`config.mk`:
```
export PLATFORM = sky130hd
export DESIGN_NAME = adc_scan_scheduler_flat
export DESIGN_NICKNAME = d
export VERILOG_FILES = /design/src/rtl/adc_scan_scheduler_pkg.sv /design/src/rtl/adc_scan_scheduler_if.sv /design/src/rtl/adc_scan_scheduler_sample_tick_gen.sv /design/src/rtl/adc_scan_scheduler.sv /design/src/flat_wrapper.sv
export SDC_FILE = /design/constraint.sdc
export NUM_CORES = 1
export LEC_CHECK = 0
export BUFFER_PORTS_ARGS = -buffer_cell sky130_fd_sc_hd__buf_2
export CORE_MARGIN = 2
export CORE_UTILIZATION = 35
export DETAILED_ROUTE_END_ITERATION = 10
export SYNTH_ARGS = -nofsm -noshare
export SYNTH_HDL_FRONTEND = slang
export SYNTH_SLANG_ARGS = --single-unit
export TNS_END_PERCENT = 20
```
`constraint.sdc`:
```
create_clock -name SYS_CLK -period 2.3 [get_ports SYS_CLK]
set_input_delay 0.46 -clock SYS_CLK [delete_from_list [all_inputs] [get_ports SYS_CLK]]
set_output_delay 0.46 -clock SYS_CLK [all_outputs]
set_load 0.005 [all_outputs]
```
`src/rtl/adc_scan_scheduler_pkg.sv`:
```
// Shared definitions for the ADC scan scheduler: FSM state encoding and
// the fields of the command word sent to every ADC SPI master.
package adc_scan_scheduler_pkg;

  typedef enum logic [2:0] {
    S_IDLE      = 3'd0,
    S_WAIT_TICK = 3'd1,
    S_ISSUE     = 3'd2,
    S_WAIT_FIN  = 3'd3,
    S_WRITE     = 3'd4,
    S_NEXT      = 3'd5,
    S_DONE      = 3'd6
  } state_t;

  localparam logic [3:0] CMD_PREFIX       = 4'b0001;
  localparam logic       CMD_SINGLE_ENDED = 1'b1;
  localparam logic [1:0] CMD_PAD          = 2'b00;
  localparam logic [6:0] CMD_TRAILER      = 7'b1000000;

  function automatic logic [15:0] make_cmd(input logic [1:0] chan);
    return {CMD_PREFIX, CMD_SINGLE_ENDED, CMD_PAD, chan, CMD_TRAILER};
  endfunction

endpackage

```
`src/rtl/adc_scan_scheduler_if.sv`:
```
// Bus between the scan scheduler (master) and the ADC SPI masters plus the
// shared result FIFO (slave side).
interface adc_scan_scheduler_if #(
  parameter int NUM_ADC = 5
);
  // adc_ena is a one-cycle one-hot request; the addressed ADC answers with a
  // one-cycle adc_fin pulse while its result is valid on adc_data. fifo_wr is
  // a one-cycle write strobe qualified by fifo_din; it is only raised when
  // fifo_full was low, there is no backpressure stall.
  logic [NUM_ADC-1:0]    adc_ena;
  logic [15:0]           adc_cmd;
  logic [NUM_ADC-1:0]    adc_fin;
  logic [16*NUM_ADC-1:0] adc_data;
  logic                  fifo_full;
  logic                  fifo_wr;
  logic [15:0]           fifo_din;

  modport master (
    output adc_ena, adc_cmd, fifo_wr, fifo_din,
    input  adc_fin, adc_data, fifo_full
  );

  modport slave (
    input  adc_ena, adc_cmd, fifo_wr, fifo_din,
    output adc_fin, adc_data, fifo_full
  );

endinterface

```
`src/rtl/adc_scan_scheduler_sample_tick_gen.sv`:
```
// Scan tick generator: counts 0..SAMPLE_DIV-1 and flags the wrap cycle.
// Held at zero (and silent) while clr is high.
module sample_tick_gen #(
  parameter int SAMPLE_DIV = 256
) (
  input  logic SYS_CLK,
  input  logic RESETbar,
  input  logic clr,
  output logic tick
);

  localparam int CW = (SAMPLE_DIV > 1) ? $clog2(SAMPLE_DIV) : 1;
  localparam logic [CW-1:0] LAST = CW'(SAMPLE_DIV - 1);

  logic [CW-1:0] cnt_q, cnt_d;

  always_comb begin
    cnt_d = cnt_q;
    if (clr) begin
      cnt_d = '0;
    end else if (cnt_q == LAST) begin
      cnt_d = '0;
    end else begin
      cnt_d = cnt_q + 1'b1;
    end
  end

  always_ff @(posedge SYS_CLK or negedge RESETbar) begin
    if (!RESETbar) begin
      cnt_q <= '0;
    end else begin
      cnt_q <= cnt_d;
    end
  end

  assign tick = !clr && (cnt_q == LAST);

endmodule

```
`src/rtl/adc_scan_scheduler.sv`:
```
// Sequences NUM_ADC SPI ADC masters once per scan tick and pushes tagged
// results into a shared FIFO. Optional FIN watchdog: ADC_SCHED_TIMEOUT_EN.
module adc_scan_scheduler
  import adc_scan_scheduler_pkg::*;
#(
  parameter int NUM_ADC     = 5,
  parameter int SAMPLE_DIV  = 256,
  parameter int FRAME_LEN   = 2048,
  parameter int FIN_TIMEOUT = 64
) (
  input  logic                        SYS_CLK,
  input  logic                        RESETbar,
  input  logic                        start,
  input  logic                        abort,
  input  logic [1:0]                  chan_sel,
  adc_scan_scheduler_if.master        bus,
  output logic                        busy,
  output logic                        done,
  output logic                        overrun,
  output logic                        dropped,
  output logic                        timeout_err,
  output state_t                      state_o
);

  localparam int IW = (NUM_ADC > 1) ? $clog2(NUM_ADC) : 1;
  localparam int SW = $clog2(FRAME_LEN + 1);
  localparam logic [IW-1:0] LAST_IDX = IW'(NUM_ADC - 1);
  localparam logic [SW-1:0] FRAME_END = SW'(FRAME_LEN);

  state_t               state_q, state_d;
  logic [IW-1:0]        idx_q, idx_d;
  logic [SW-1:0]        scan_q, scan_d;
  logic [1:0]           chan_q, chan_d;
  logic [12:0]          data_q, data_d;
  logic [NUM_ADC-1:0]   ena_q, ena_d;
  logic [15:0]          cmd_q, cmd_d;
  logic                 wr_q, wr_d;
  logic [15:0]          din_q, din_d;
  logic                 busy_q, busy_d;
  logic                 done_q, done_d;
  logic                 overrun_q, overrun_d;
  logic                 dropped_q, dropped_d;
  logic                 tick;
  logic                 fin_hit;

`ifdef ADC_SCHED_TIMEOUT_EN
  localparam int WDW = (FIN_TIMEOUT > 1) ? $clog2(FIN_TIMEOUT) : 1;
  localparam logic [WDW-1:0] WD_LAST = WDW'(FIN_TIMEOUT - 1);
  logic [WDW-1:0] wd_q, wd_d;
  logic           tout_q, tout_d;
`endif

  // The tick counter only runs inside a frame, so the first tick lands
  // SAMPLE_DIV cycles after the start edge.
  sample_tick_gen #(
    .SAMPLE_DIV(SAMPLE_DIV)
  ) u_tick (
    .SYS_CLK (SYS_CLK),
    .RESETbar(RESETbar),
    .clr     (state_q == S_IDLE),
    .tick    (tick)
  );

  assign fin_hit = bus.adc_fin[idx_q];

  always_comb begin
    state_d   = state_q;
    idx_d     = idx_q;
    scan_d    = scan_q;
    chan_d    = chan_q;
    data_d    = data_q;
    din_d     = din_q;
    wr_d      = 1'b0;
    overrun_d = overrun_q;
    dropped_d = dropped_q;
`ifdef ADC_SCHED_TIMEOUT_EN
    wd_d      = wd_q;
    tout_d    = tout_q;
`endif

    case (state_q)
      S_IDLE: begin
        if (start) begin
          state_d   = S_WAIT_TICK;
          chan_d    = chan_sel;
          idx_d     = '0;
          scan_d    = '0;
          overrun_d = 1'b0;
          dropped_d = 1'b0;
`ifdef ADC_SCHED_TIMEOUT_EN
          tout_d    = 1'b0;
`endif
        end
      end
      S_WAIT_TICK: begin
        if (abort) begin
          state_d = S_DONE;
        end else if (tick) begin
          state_d = S_ISSUE;
        end
      end
      S_ISSUE: begin
        state_d = abort ? S_DONE : S_WAIT_FIN;
`ifdef ADC_SCHED_TIMEOUT_EN
        wd_d    = '0;
`endif
      end
      S_WAIT_FIN: begin
        // abort is deliberately ignored here so a sample is never split.
        if (fin_hit) begin
          data_d  = bus.adc_data[16*idx_q+3 +: 13];
          state_d = S_WRITE;
        end
`ifdef ADC_SCHED_TIMEOUT_EN
        else if (wd_q == WD_LAST) begin
          tout_d  = 1'b1;
          state_d = S_NEXT;
        end else begin
          wd_d = wd_q + 1'b1;
        end
`endif
      end
      S_WRITE: begin
        if (!bus.fifo_full) begin
          wr_d  = 1'b1;
          din_d = {3'(idx_q), data_q};
        end else begin
          dropped_d = 1'b1;
        end
        state_d = S_NEXT;
      end
      S_NEXT: begin
        if (abort) begin
          state_d = S_DONE;
        end else if (idx_q != LAST_IDX) begin
          idx_d   = idx_q + 1'b1;
          state_d = S_ISSUE;
        end else begin
          idx_d   = '0;
          scan_d  = scan_q + 1'b1;
          state_d = (scan_d == FRAME_END) ? S_DONE : S_WAIT_TICK;
        end
      end
      S_DONE: begin
        state_d = S_IDLE;
      end
      default: begin
        state_d = S_IDLE;
      end
    endcase

    if (tick && (state_q != S_IDLE) && (state_q != S_WAIT_TICK)) begin
      overrun_d = 1'b1;
    end

    // Outputs are registered from the next state so they line up with it.
    ena_d = '0;
    if (state_d == S_ISSUE) begin
      ena_d[idx_d] = 1'b1;
    end
    cmd_d  = make_cmd(chan_d);
    busy_d = (state_d != S_IDLE);
    done_d = (state_d == S_DONE);
  end

  always_ff @(posedge SYS_CLK or negedge RESETbar) begin
    if (!RESETbar) begin
      state_q   <= S_IDLE;
      idx_q     <= '0;
      scan_q    <= '0;
      chan_q    <= 2'd0;
      data_q    <= '0;
      ena_q     <= '0;
      cmd_q     <= make_cmd(2'd0);
      wr_q      <= 1'b0;
      din_q     <= '0;
      busy_q    <= 1'b0;
      done_q    <= 1'b0;
      overrun_q <= 1'b0;
      dropped_q <= 1'b0;
`ifdef ADC_SCHED_TIMEOUT_EN
      wd_q      <= '0;
      tout_q    <= 1'b0;
`endif
    end else begin
      state_q   <= state_d;
      idx_q     <= idx_d;
      scan_q    <= scan_d;
      chan_q    <= chan_d;
      data_q    <= data_d;
      ena_q     <= ena_d;
      cmd_q     <= cmd_d;
      wr_q      <= wr_d;
      din_q     <= din_d;
      busy_q    <= busy_d;
      done_q    <= done_d;
      overrun_q <= overrun_d;
      dropped_q <= dropped_d;
`ifdef ADC_SCHED_TIMEOUT_EN
      wd_q      <= wd_d;
      tout_q    <= tout_d;
`endif
    end
  end

  assign bus.adc_ena  = ena_q;
  assign bus.adc_cmd  = cmd_q;
  assign bus.fifo_wr  = wr_q;
  assign bus.fifo_din = din_q;
  assign busy         = busy_q;
  assign done         = done_q;
  assign overrun      = overrun_q;
  assign dropped      = dropped_q;
  assign state_o      = state_q;
`ifdef ADC_SCHED_TIMEOUT_EN
  assign timeout_err  = tout_q;
`else
  assign timeout_err  = 1'b0;
`endif

endmodule
```
`src/flat_wrapper.sv`:
```
// flat-port wrapper written by rule: the top's interface ports become plain ports
module adc_scan_scheduler_flat import adc_scan_scheduler_pkg::*;
#(
  parameter int NUM_ADC     = 5,
  parameter int SAMPLE_DIV  = 256,
  parameter int FRAME_LEN   = 2048,
  parameter int FIN_TIMEOUT = 64
)
  (SYS_CLK, RESETbar, start, abort, chan_sel, busy, done, overrun, dropped, timeout_err, state_o, bus_adc_ena, bus_adc_cmd, bus_fifo_wr, bus_fifo_din, bus_adc_fin, bus_adc_data, bus_fifo_full);
  adc_scan_scheduler_if #(.NUM_ADC(NUM_ADC)) bus_i ();
  input  logic SYS_CLK;
  input  logic RESETbar;
  input  logic start;
  input  logic abort;
  input  logic [1:0] chan_sel;
  output logic busy;
  output logic done;
  output logic overrun;
  output logic dropped;
  output logic timeout_err;
  output state_t state_o;
  output wire logic [$bits(bus_i.adc_ena)-1:0] bus_adc_ena;
  output wire logic [$bits(bus_i.adc_cmd)-1:0] bus_adc_cmd;
  output wire logic [$bits(bus_i.fifo_wr)-1:0] bus_fifo_wr;
  output wire logic [$bits(bus_i.fifo_din)-1:0] bus_fifo_din;
  input wire logic [$bits(bus_i.adc_fin)-1:0] bus_adc_fin;
  input wire logic [$bits(bus_i.adc_data)-1:0] bus_adc_data;
  input wire logic [$bits(bus_i.fifo_full)-1:0] bus_fifo_full;
  assign bus_adc_ena = bus_i.adc_ena;
  assign bus_adc_cmd = bus_i.adc_cmd;
  assign bus_fifo_wr = bus_i.fifo_wr;
  assign bus_fifo_din = bus_i.fifo_din;
  assign bus_i.adc_fin = bus_adc_fin;
  assign bus_i.adc_data = bus_adc_data;
  assign bus_i.fifo_full = bus_fifo_full;
  adc_scan_scheduler #(.NUM_ADC(NUM_ADC), .SAMPLE_DIV(SAMPLE_DIV), .FRAME_LEN(FRAME_LEN), .FIN_TIMEOUT(FIN_TIMEOUT)) u_core (.SYS_CLK(SYS_CLK), .RESETbar(RESETbar), .start(start), .abort(abort), .chan_sel(chan_sel), .bus(bus_i), .busy(busy), .done(done), .overrun(overrun), .dropped(dropped), .timeout_err(timeout_err), .state_o(state_o));
endmodule
```
======== Yosys cells after proc, flatten, opt, wreduce, memory -nomap -nowiden ========
Index checks and enable logic that the tools add are counted.
word-level totals
  word-level logic and storage cells ...... 88
  bits of input ports ..................... 92
  register bits after elaboration ......... 67
cells by class
  equality and inequality tests ........... 15
  add/subtract/negate cells ............... 4
  magnitude comparators ................... 3
  muxes and demuxes ....................... 33
  reductions and logical operators ........ 18
  bitwise logic cells ..................... 1
  shift-type cells ........................ 1
operators with widths
  operator                                                                      count
  80-bit by 33-bit variable part select with 13-bit output                      1
  12-bit 2-to-1 mux                                                             3
  3-bit 2-to-1 mux                                                              11
  12-bit case mux with 2 select lines                                           1
  3-bit case mux with 6 select lines                                            1
  8-bit 2-to-1 mux                                                              2
  12-bit by 1-bit adder with 12-bit output, second input constant               1
  12-bit equality test, second input constant                                   1
  3-bit by 2-bit equality test with 1-bit output, second input constant         3
  3-bit equality test, second input constant                                    3
  7-bit by 2-bit adder with 8-bit output, second input constant                 1
  8-bit by 1-bit adder with 8-bit output, second input constant                 1
  8-bit equality test, second input constant                                    1
  3-bit by 4-bit less-than comparator with 1-bit output, second input constant  2
  1-bit 2-to-1 mux                                                              8
  2-bit != test, second input constant                                          4
  2-bit AND reduction                                                           4
  2-bit nonzero test                                                            4
  3-bit case mux with 2 select lines                                            1
  3-bit nonzero test                                                            2
  5-bit 2-to-1 mux                                                              1
  1-bit logical AND                                                             4
  2-bit 2-to-1 mux                                                              2
  4-bit AND reduction                                                           1
  other kinds (12)                                                              12

======== Longest topological paths before layout ========
Gate-level depths: netlist of run 1.
  depth after elaboration ................. 9
  depth in mapped cells ................... 10
  depth with buffers taken out ............ 8

======== Cells and area by module ========
A second synthesis of run 1 with hierarchy kept.
unflattened totals
  cell total of the unflattened synthesis .. 347
  area, all modules ....................... 3,752.3 µm²
by module, submodules not included
  module              instances  area each (µm²)  cells each  sequential area each (µm²)
  adc_scan_scheduler  1          3,367.0          308         1,476.4
  sample_tick_gen     1          385.4            39          200.2

======== Worst setup path before layout of run 1 ========
Ideal clock, no wire load.
  path kind ............................... register to register
  start point ............................. reg u_core.idx_q[0]
  end point ............................... reg u_core.ena_q[1] (netlist: u_core.bus.adc_ena[1])
  clock period less this slack ............ 2,088 ps
  arrival ................................. 1,992 ps
  stages on the path, launching flop included .. 11
  data required time ...................... 2,204 ps
  setup time .............................. 96 ps
  slack ................................... 212 ps
  cells stage by stage .................... dfrtp_1 buf_2 buf_2 inv_1 ha_1 nor2_1 o21ai_0 o21a_1 o21ai_0 or3b_1 nor4_2
on the way
  word-level cells in the longest chain between the ends .. 9
  elaborated cells on any way between the ends .. 19
  classes of those cells .................. add/sub: 1; order compare: 2; eq/ne: 2; mux: 13; reduce/logical: 1
RTL lines
  element                                                                                                                                        RTL line                                              text
  from (decl)                                                                                                                                    adc_scan_scheduler.sv:31                              logic [IW-1:0] idx_q, idx_d;
  from (signal assigned)                                                                                                                         adc_scan_scheduler.sv:187                             idx_q <= idx_d;
  3-bit by 1-bit adder with 3-bit output or 3-bit != test (tied branches)                                                                        adc_scan_scheduler.sv:136, adc_scan_scheduler.sv:135
  3-bit 2-to-1 mux (*)                                                                                                                           adc_scan_scheduler.sv:135                             end else if (idx_q != LAST_IDX) begin
  3-bit 2-to-1 mux (*)                                                                                                                           adc_scan_scheduler.sv:133                             if (abort) begin
  3-bit case mux with 2 select lines (*)                                                                                                         adc_scan_scheduler.sv:81                              case (state_q)
  named net u_core.idx_d[2]                                                                                                                      adc_scan_scheduler.sv:31
  3-bit by 4-bit less-than comparator with 1-bit output (not written as such) or 3-bit by 1-bit >= comparator with 1-bit output (tied branches)  adc_scan_scheduler.sv:159                             ena_d[idx_d] = 1'b1;
  1-bit logical AND (not written as such)                                                                                                        adc_scan_scheduler.sv:159
  1-bit 2-to-1 mux (not written as such)                                                                                                         adc_scan_scheduler.sv:159
  1-bit demux with 3-bit select (*)                                                                                                              -
  5-bit 2-to-1 mux (*)                                                                                                                           adc_scan_scheduler.sv:158                             if (state_d == S_ISSUE) begin
  named net u_core.ena_d[1]                                                                                                                      adc_scan_scheduler.sv:35                              logic [NUM_ADC-1:0] ena_q, ena_d;
  to (signal assigned)                                                                                                                           adc_scan_scheduler.sv:191                             ena_q <= ena_d;
  to (decl)                                                                                                                                      adc_scan_scheduler.sv:35
The timed path passes the listed nets; every way through them passes the cells marked *. The select of a mux whose other input is x is not followed.
A chain may end at the register's enable or synchronous reset.

======== Final worst setup path of run 1 ========
  start point ............................. reg u_core.scan_q[1]
  end point ............................... reg u_core.ena_q[0] (netlist: u_core.bus.adc_ena[0])
on the way
  word-level cells in the longest chain between the ends .. 8
RTL lines
  element                                         RTL line                   text
  from (decl)                                     adc_scan_scheduler.sv:32   logic [SW-1:0] scan_q, scan_d;
  from (signal assigned)                          adc_scan_scheduler.sv:188  scan_q <= scan_d;
  12-bit by 1-bit adder with 12-bit output        adc_scan_scheduler.sv:140  scan_d = scan_q + 1'b1;
  12-bit equality test                            adc_scan_scheduler.sv:141  state_d = (scan_d == FRAME_END) ? S_DONE : S_WAIT_TICK;
  3-bit 2-to-1 mux                                adc_scan_scheduler.sv:141
  3-bit 2-to-1 mux                                adc_scan_scheduler.sv:135
  3-bit 2-to-1 mux                                adc_scan_scheduler.sv:133
  3-bit case mux with 6 select lines              adc_scan_scheduler.sv:81
  named net u_core.state_d[0]                     adc_scan_scheduler.sv:30   state_t state_q, state_d;
  3-bit by 2-bit equality test with 1-bit output  adc_scan_scheduler.sv:158
  5-bit 2-to-1 mux                                adc_scan_scheduler.sv:158
  named net u_core.ena_d[0]                       adc_scan_scheduler.sv:35
The timed path passes the listed nets, and every way through them passes these cells.

==> results of run 1 <==
cell usage after synthesis (all sizes together), types with 8 or more instances:
library cell / number
nand2: 32
mux2: 20
a21oi: 9
clkbuf: 8
mux4: 13
o21ai: 35
nor2: 28
a22oi: 16
buf: 23
dfrtp: 67
nand3: 12
inv: 9
cells in the final DEF (no fill, tap or decap), types with 2 or more instances in the layout:
master and count:
nor2_1 28, clkinv_4 2, nor4_2 3, o21ai_0 34
nor4b_4 2, ha_1 3, clkbuf_8 10, nand3_2 2
nand2_1 31, o22ai_1 3, mux2_2 19, o31ai_1 4
nor3_1 7, nand2b_1 4, a21oi_1 7, clkinv_2 2
buf_2 107, nor4_1 2, nand3_1 10, mux4_2 13
a22oi_1 14, a21oi_2 2, buf_4 14, inv_1 7
o21a_1 2, a31oi_1 2, xnor2_1 3, nor4_4 2
and3_1 2, nand3b_1 2, or3b_1 3, conb_1 15
xor2_1 3, dfrtp_1 67, a22o_1 2, inv_2 2
stage by stage:
step	setup TNS (ns)	hold slack, ns	instances
after global placement	-0.179	0.460	579
after CTS	0	0.134	595
after detailed placement	-0.896	0.466	579
after floorplan	0	0.164	353
after global routing	-0.0231	0.150	596
final	0	0.118	596
power groups by stage:
stage,Sequential [mW],Combinational (mW),Clock [mW]
2_1_floorplan,1.74,1.20,0
3_3_place_gp,1.76,1.70,0
3_5_place_dp,1.78,1.74,0
4_1_cts,1.75,1.75,1.03
5_1_grt,1.80,1.98,1.08
6_report,1.75,1.77,1.01
sequential cells by signal, indices dropped and copies added, names as in the netlist:
signal and count:
u_core.data_q 13, u_core.u_tick.cnt_q 8, u_core.bus.fifo_din 16, u_core.overrun 1
u_core.dropped 1, u_core.state_o 3, u_core.bus.adc_cmd 2, u_core.scan_q 12
u_core.done 1, u_core.busy 1, u_core.bus.fifo_wr 1, u_core.bus.adc_ena 5
u_core.idx_q 3
kinds of logic after synthesis:
group / Yosys count / synth area share, %
compound gates: 79 / 14.3
other cells: 2 / 0.204
xor+xnor: 6 / 1.43
mux: 33 / 14.2
simple gates: 109 / 16.5
fa+ha+maj: 4 / 1.36
buf+inv: 40 / 6.40
flops: 67 / 45.6
layout make-up:
class	instances	area, um^2
Sequential cell	67	1680
Clock buffer	10	138
Inverter	9	33.8
Timing Repair Buffer	122	661
Clock inverter	6	65.1
Fill cell	978	5680
Multi-Input combinational cell	246	1860
Tap cell	136	170
how the worst min path moves through the flow:
stage	start	endpoint	slack, ns	cells past startpoint
6_report	RESETbar	u_core.bus.fifo_din[11]$_DFFE_PN0P_	0.12	2
5_1_grt	RESETbar	u_core.bus.fifo_wr$_DFF_PN0_	0.15	2
4_1_cts	RESETbar	u_core.bus.fifo_wr$_DFF_PN0_	0.13	2
3_5_place_dp	u_core.data_q[10]$_DFFE_PN0P_	u_core.data_q[10]$_DFFE_PN0P_	0.47	2
3_3_place_gp	u_core.data_q[10]$_DFFE_PN0P_	u_core.data_q[10]$_DFFE_PN0P_	0.46	2
2_1_floorplan	RESETbar	u_core.bus.adc_cmd[7]$_DFFE_PN0P_	0.16	0
routing by layer:
metal / share of wire, % / GRT usage, % / vias to the layer above
li1: - / - / 1434
met1: 45 / 20.5 / 1406
met2: 49 / 27.8 / 84
met3: 4.9 / 3.37 / 14
met4: 1.5 / 5.66 / 0
met5: 0 / 0 / -
timing repair:
action / 4_1_cts / 5_1_grt
buffers inserted: 0 / 1
endpoints found under the setup margin: 10 / 11
resized for setup: 1 / 7
pin swaps: 0 / 1
cloned: 0 / 0
==> metrics.cfg, run 1 <==
[global_route]
grt_util_all_layers_pct=16.3
grt_max_degree=68
grt_pass1_vias=3001
gr-total-overflow=0
antenna_found_initial=0
grt_pass1_wl_mm=14.4

[power]
clkPwrFrac_pct=22.2
p_total_mw=4.52
power_density_nw_per_um2=983
seqPwrFrac_pct=38.7
ir_worst_vdd_mv=0.529
p_sw_share_pct=35.6
p_int_mw=2.91
power_frac_comb_pct=39.1
power_leakage_nw=2.19
power.switching_mw=1.61

[logic_synthesis]
synth_top_area_cell=dfrtp_1
yosysWarnings=0
synthTopCellsByArea=dfrtp_1, mux4_2, mux2_2
syn_inst=340
synth_area_um2=3670
ys_seq_area_share_pct=45.6
async_flop_share_pct=100
syn_avg_cell_area_um2=10.8
synth_edf_count=0
synthDistinctLibCells=55
ys_ff_latch=67
yosysTopAreaCellShare_pct=45.6
synth_flop_cell=dfrtp_1

[worst_setup_path]
crit_chain=ha_2 -> nand3_2 -> nor4_4 -> or3b_1 -> a22oi_2 -> o21a_2 -> inv_2 -> nor4_1
cp_max_fo=6
r2r_slack_ns=0.12
crit_end=u_core.bus.adc_ena[0]$_DFF_PN0_
critPathLaunchType=flop
startpoint=u_core.scan_q[1]$_DFFE_PN0P_
slowest_delay_ns=0.42
crit_slowest_cell=dfrtp_1
r2r-start=u_core.scan_q[1]$_DFFE_PN0P_
crit_path_end_kind=flop
crit_arrival_ns=2.42
critPathBufInv=1
required_ns=2.54
critical_path_depth=8
r2r_end=u_core.bus.adc_ena[0]$_DFF_PN0_
path_delay_family=simple AND/OR/NAND/NOR gates
r2r_cells=8
path_class=flop to flop

[timing]
clock_skew_ns=0.00547
fin_crit_ns=2.18
rsz0062_at_grt=true
finalCritPeriodShare_pct=94.6
fmax_ghz=0.459
setup_violations=0
slew_headroom_pct=63.0
finalHoldViolations=0
maxSlewViolCount=0
worst_slew_pin_slew_ns=0.549
fin_ws_ns=0.123

[routing]
vias=2938
drc_errors=0
ant_nets=0
post_drt_wl_per_cell_um=14.8
dr.pass1.iters=4
drt_iter0_drc=119
drt-total-wl_mm=8.79
via_per_inst=4.93

[place]
port_buffers=107
dp_hpwl_mm=6.33
dp_slack_ns=-0.140
dpl_cell_area_um2=4350
place_congestion=0.768

[clock_network]
htreeDepth=3
clk_path_buf_depth=2
root_buffer=clkbuf_8
hold_buffers=0
tritoncts=done
clk_latency_ns=0.35
numCtsBuffers=9
clkTransAtPathRegs_ns=0.08
numClockSinks=67

[min_path]
hold_path.class=input port to asynchronous set/reset pin

[final_layout]
utilization_pct=44.8
area_growth_pct=25.2
final_nets=551
drive_gt1_share_pct=42.8
diodes=0
final_area_um2=4600

[floorplan]
io_pins=138
initial_core_util_pct=35.8
die_h_um=106
num_rows=37
floorplan.die_area_um2=11300
die_x_um=106
core_area_um2=10300

[status]
outcome=finished clean

[job]
drv_cap=0

Note: power is estimated with default switching activity, not from simulation.
==> inputs of run 2 (changes only) <==
==> constraint.sdc (replaced) <==
create_clock -name SYS_CLK -period 2.3 [get_ports SYS_CLK]
set_input_delay 0 -clock SYS_CLK [delete_from_list [all_inputs] [get_ports SYS_CLK]]
set_output_delay 0 -clock SYS_CLK [all_outputs]
set_load 0.005 [all_outputs]
==> run 2 against run 1 <==
Worst hold slack worse by 0.097 ns. Clock power is 9% higher. Wire length is 5.1% higher. Total power is 3.5% higher. Clock skew is 0.0075 ns higher. Register-to-register slack better by 0.07 ns. Critical endpoint is now u_core.bus.adc_ena[4]$_DFF_PN0_. First-iteration DRC count is 85% higher. Final cell count is 3.2% higher.
==> metrics.cfg, run 2 (synthesis gave the netlist of run 1 again) <==
[clock_network]
clkTransAtPathRegs_ns=0.08  ; about the same
clk_path_buf_depth=2  ; unchanged
tritoncts=done  ; unchanged
numClockSinks=67  ; unchanged
htreeDepth=3  ; unchanged
clk_latency_ns=0.34  ; was 0.35 ns
numCtsBuffers=9  ; unchanged
root_buffer=clkbuf_8  ; unchanged

[global_route]
grt_util_all_layers_pct=17.1  ; was 16.3%
antenna_found_initial=0  ; unchanged
gr-total-overflow=0  ; unchanged
grt_pass1_wl_mm=15.2  ; was 14.4 mm
grt_max_degree=38  ; was 68
grt_pass1_vias=3032  ; was 3001

[final_layout]
drive_gt1_share_pct=41.8  ; was 42.8%
largest_reg_flops=16  ; unchanged
mostFrequentLayoutCells=buf_2, dfrtp_1, o21ai_0  ; unchanged
multiInputGateArea_um2=1850  ; was 1860 um^2
diodes=0  ; unchanged
n_fill_cell=973  ; was 978
final_nets=570  ; was 551
final_common_cell=buf_2  ; unchanged
area_growth_pct=30.7  ; was 25.2%
regArea_um2=1680  ; unchanged

[status]
outcome=finished clean  ; unchanged

[floorplan]
floorplan.die_area_um2=11300  ; unchanged
core_area_um2=10300  ; unchanged
num_rows=37  ; unchanged
die_h_um=106  ; unchanged
io_pins=138  ; unchanged
initial_core_util_pct=35.8  ; unchanged
die_x_um=106  ; unchanged

[timing]
worst_slew_pin_slew_ns=0.712  ; was 0.549 ns
finalHoldViolations=0  ; unchanged
slew_headroom_pct=52.5  ; was 63.0%
fin_crit_ns=2.11  ; was 2.18 ns
fmax_ghz=0.475  ; was 0.459 GHz
rsz0062_at_grt=true  ; unchanged
finalHoldWorstSlack_ns=0.0212  ; was 0.118 ns
clock_skew_ns=0.0130  ; was 0.00547 ns
fin_ws_ns=0.195  ; was 0.123 ns
maxSlewViolCount=0  ; unchanged
finalCritPeriodShare_pct=91.5  ; was 94.6%
setup_violations=0  ; unchanged

[worst_setup_path]
critPathLaunchType=flop  ; unchanged
path_class=flop to flop  ; unchanged
crit_chain=ha_1 -> nand3_2 -> or3_4 -> o21a_1 -> o22ai_1 -> a21oi_2 -> nor4_2  ; was ha_2 -> nand3_2 -> nor4_4 -> or3b_1 -> a22oi_2 -> o21a_2 -> inv_2 -> nor4_1
crit_slowest_cell=or3_4  ; was dfrtp_1
slowest_delay_ns=0.44  ; was 0.42 ns
cp_max_fo=8  ; was 6
crit_arrival_ns=2.34  ; was 2.42 ns
required_ns=2.54  ; about the same
crit_path_end_kind=flop  ; unchanged

[routing]
drt-total-wl_mm=9.24  ; was 8.79 mm
ant_nets=0  ; unchanged
drc_errors=0  ; unchanged
via_per_inst=4.94  ; was 4.93
vias=3037  ; was 2938
post_drt_wl_per_cell_um=15.0  ; was 14.8 um
dr.pass1.iters=4  ; unchanged
drt_iter0_drc=220  ; was 119

[job]
drv_cap=0  ; unchanged

[power]
power_density_nw_per_um2=975  ; was 983 nW/um^2
power_leakage_nw=2.28  ; was 2.19 nW
ir_worst_vdd_mv=0.633  ; was 0.529 mV

[place]
port_buffers=107  ; unchanged
dp_hpwl_mm=6.76  ; was 6.33 mm
place_congestion=0.793  ; was 0.768
dp_slack_ns=-0.0417  ; was -0.140 ns

[min_path]
hold_path.class=input port to flop  ; was input port to asynchronous set/reset pin

==> run 2: final cells by class <==
class / instances / share of cell area [%]
clock inverters: 7 / 2.06
repair buffers: 141 / 17.6
flip-flops and latches: 67 / 34.9
clock buffers: 9 / 2.58
inverters: 9 / 0.703
multi-input cells: 246 / 38.6
well taps: 136 / 3.54
==> run 2: timing repair <==
action	in CTS	in global routing
hold buffers	17	0
endpoints found under the hold margin	45	0
setup endpoints to repair	9	7
pin swaps	0	3
setup buffers	0	1
resized for setup	1	8
==> run 2: worst max-delay path: cells and delay by family (launching register included) <==
| kind | cells | cell delay (ns) |
|---|---|---|
| and+or+nand+nor | 3 | 0.90 |
| adders and majority gates | 1 | 0.22 |
| AOI/OAI and AO/OA | 3 | 0.50 |
| DFF | 1 | 0.39 |
==> run 2: layer usage <==
metal | part of all wire, % | up-vias | global-route usage (%) | routed length, um
li1 | - | 1481 | - | -
met3 | 6.0 | 10 | 4.17 | 551
met5 | 0 | - | 0 | 0
met1 | 44 | 1444 | 22.0 | 4020
met2 | 49 | 102 | 28.9 | 4570
met4 | 1.1 | 0 | 4.17 | 99
==> run 2: through the flow <==
step	power (mW)	std cells	setup TNS [ns]	cell area [um^2]	utilization [%]
CTS	4.70	614	0	4760	46.3
finish	4.68	615	0	4800	46.7
global route	5.04	615	-0.00614	4800	46.7
floorplan	2.94	353	0	3720	-
global placement	3.48	581	0	4370	42.5
detailed placement	3.55	581	-0.0702	4370	42.5
==> run 2: final timing paths <==
path / end / from / cells past startpoint / slack [ns]
hold reg to reg: u_core.data_q[7]$_DFFE_PN0P_ / u_core.data_q[7]$_DFFE_PN0P_ / 2 / 0.48
setup reg to reg: u_core.bus.adc_ena[4]$_DFF_PN0_ / u_core.u_tick.cnt_q[0]$_DFF_PN0_ / 7 / 0.19
hold / removal: u_core.data_q[8]$_DFFE_PN0P_ / bus_adc_data[75] / 3 / 0.02
min in group asynchronous: u_core.bus.fifo_wr$_DFF_PN0_ / RESETbar / 2 / 0.25
setup / recovery: u_core.bus.adc_ena[4]$_DFF_PN0_ / u_core.u_tick.cnt_q[0]$_DFF_PN0_ / 7 / 0.19
max in group asynchronous: u_core.bus.adc_ena[3]$_DFF_PN0_ / RESETbar / 3 / 1.41
==> run 2: report_power, final <==
part	total, mW	leakage [nW]	internal, mW	switching (mW)
Combinational	1.81	1.28	0.898	0.907
Sequential	1.77	0.884	1.53	0.245
Clock	1.10	0.110	0.618	0.487
Total	4.68	2.28	3.04	1.64
==> inputs of run 3 (changes only) <==
clock period = 2.7 ns   (was 2.3 ns; I/O delays follow)
==> run 3 against run 2 <==
Worst hold slack worse by 0.011 ns. Clock power is 15% lower. Utilization shrank 0.93 points. Combinational power decreased by 23%. Cell area decreased by 2.0%. Via count grew 0.26%. First-iteration DRC count fell by 31%. Flip-flop and latch count unchanged. Die area did not move. Critical path depth unchanged. Wire length decreased by 5.2%. Clock-buffer cell count unchanged. Critical endpoint is now u_core.bus.adc_ena[3]$_DFF_PN0_. Critical path type unchanged.
==> metrics.cfg, run 3 (synthesis gave the netlist of run 1 again) <==
[floorplan]
die_x_um=106  ; unchanged
floorplan.die_area_um2=11300  ; unchanged
die_h_um=106  ; unchanged
core_area_um2=10300  ; unchanged
initial_core_util_pct=35.8  ; unchanged
num_rows=37  ; unchanged
io_pins=138  ; unchanged

[global_route]
grt_max_degree=68  ; was 38
gr-total-overflow=0  ; unchanged
antenna_found_initial=1  ; was 0
grt_pass1_vias=2872  ; was 3032
grt_pass1_wl_mm=14.1  ; was 15.2 mm
grt_util_all_layers_pct=15.9  ; was 17.1%

[timing]
slew_headroom_pct=43.3  ; was 52.5%
setup_violations=0  ; unchanged
clock_skew_ns=0.0133  ; was 0.0130 ns
rsz0062_at_grt=false  ; was true
worst_slew_pin_slew_ns=0.850  ; was 0.712 ns
finalHoldWorstSlack_ns=0.0101  ; was 0.0212 ns
fmax_ghz=0.419  ; was 0.475 GHz
finalCritPeriodShare_pct=88.4  ; was 91.5%
setup-tns-final_ns=0  ; unchanged
maxSlewViolCount=0  ; unchanged
fin_crit_ns=2.39  ; was 2.11 ns
finalHoldViolations=0  ; unchanged

[routing]
vias=3045  ; was 3037
post_drt_wl_per_cell_um=14.4  ; was 15.0 um
via_per_inst=5.00  ; was 4.94
ant_nets=0  ; unchanged
dr.pass1.iters=4  ; unchanged
drt-total-wl_mm=8.77  ; was 9.24 mm
drt_iter0_drc=151  ; was 220
drc_errors=0  ; unchanged

[clock_network]
numCtsBuffers=9  ; unchanged
clkTransAtPathRegs_ns=0.07  ; was 0.08 ns
numClockSinks=67  ; unchanged
cts_repair_resize_count=0  ; was 1
clk_latency_ns=0.34  ; about the same
htreeDepth=3  ; unchanged
root_buffer=clkbuf_8  ; unchanged
clk_path_buf_depth=2  ; unchanged
tritoncts=done  ; unchanged

[final_layout]
n_fill_cell=983  ; was 973
area_growth_pct=28.1  ; was 30.7%
mostFrequentLayoutCells=buf_2, dfrtp_1, o21ai_0  ; unchanged
final_nets=563  ; was 570
final_common_cell=buf_2  ; unchanged
drive_gt1_share_pct=39.4  ; was 41.8%
final_area_um2=4710  ; was 4800 um^2
largest_reg_flops=16  ; unchanged

[place]
place_congestion=0.833  ; was 0.793
dp_hpwl_mm=6.31  ; was 6.76 mm
dpl_cell_area_um2=4310  ; was 4370 um^2
port_buffers=107  ; unchanged

[worst_setup_path]
path_class=flop to flop  ; unchanged
critPathLaunchType=flop  ; unchanged
required_ns=2.93  ; was 2.54 ns
crit_chain=mux2_2 -> a22oi_4 -> a211o_4 -> nand2_1 -> a21oi_1 -> inv_2 -> nor4_1  ; was ha_1 -> nand3_2 -> or3_4 -> o21a_1 -> o22ai_1 -> a21oi_2 -> nor4_2
cp_max_fo=13  ; was 8
critPathBufInv=1  ; was 0
path_delay_family=flip-flops  ; was simple AND/OR/NAND/NOR gates
crit_arrival_ns=2.61  ; was 2.34 ns
slowest_delay_ns=0.77  ; was 0.44 ns
crit_path_end_kind=flop  ; unchanged
crit_slowest_cell=dfrtp_1  ; was or3_4

[power]
power_leakage_nw=2.24  ; was 2.28 nW
ir_worst_vdd_mv=0.393  ; was 0.633 mV
p_total_mw=3.89  ; was 4.68 mW
power_density_nw_per_um2=827  ; was 975 nW/um^2

[status]
outcome=finished clean  ; unchanged

[min_path]
hold_path.class=input port to flop  ; unchanged

[job]
drv_cap=0  ; unchanged

==> run 3: cell types whose count changed in the layout (fill, tap and decap cells not counted), moves of 2 or more <==
cell and change:
nor4_2 -3, nor4_1 +3, o21ai_0 +2, buf_4 -6
==> run 3: stage by stage <==
step | std cells | setup WS [ns] | utilization [%]
2_1_floorplan | 353 | 0.612 | -
3_3_place_gp | 575 | 0.390 | 42.0
3_5_place_dp | 575 | 0.365 | 42.0
4_1_cts | 608 | 0.303 | 45.8
5_1_grt | 608 | 0.104 | 45.8
6_report | 609 | 0.314 | 45.8
==> run 3: layout make-up <==
class,instances,area (um^2),share of cell area (%)
Clock inverter,7,100,2.13
Inverter,9,33.8,0.718
Sequential cell,67,1680,35.6
Multi-Input combinational cell,246,1820,38.7
Antenna cell,1,2.50,0.0531
Tap cell,136,170,3.61
Timing Repair Buffer,134,781,16.6
Clock buffer,9,124,2.63
==> run 3: repair_timing <==
item	4_1_cts	5_1_grt
buffers inserted	0	0
hold endpoints to repair	82	0
hold buffers	17	0
==> run 3: worst min-delay path, delay by kind of cell <==
kind | cells | cell delay (ns)
AOI/OAI and AO/OA | 2 | 0.23
buffers and inverters | 1 | 0.08
==> run 3: final timing paths <==
path                                          startpoint                             endpoint  slack (ns)  cells after the start
max                            u_core.idx_q[1]$_DFF_PN0_      u_core.bus.adc_ena[3]$_DFF_PN0_        0.31                      7
min                                     bus_adc_data[70]         u_core.data_q[3]$_DFFE_PN0P_        0.01                      3
max reg2reg                    u_core.idx_q[1]$_DFF_PN0_      u_core.bus.adc_ena[3]$_DFF_PN0_        0.31                      7
min reg2reg                u_core.data_q[11]$_DFFE_PN0P_        u_core.data_q[11]$_DFFE_PN0P_        0.48                      2
max in group asynchronous                       RESETbar          u_core.state_o[1]$_DFF_PN0_        1.76                      3
min in group asynchronous                       RESETbar  u_core.bus.fifo_din[11]$_DFFE_PN0P_        0.36                      3
==> run 3: power breakdown <==
group	internal (mW)	total, mW	switching, mW
Sequential	1.30	1.56	0.257
Combinational	0.716	1.40	0.686
Clock	0.528	0.935	0.407
Total	2.54	3.89	1.35
==> run 3: per-layer routing <==
layer	vias to the layer above	wire, um	global-route usage, %
met4	0	119	5.66
met1	1468	4000	20.5
met5	-	0	0
met3	11	448	3.80
li1	1475	-	-
met2	91	4190	26.2
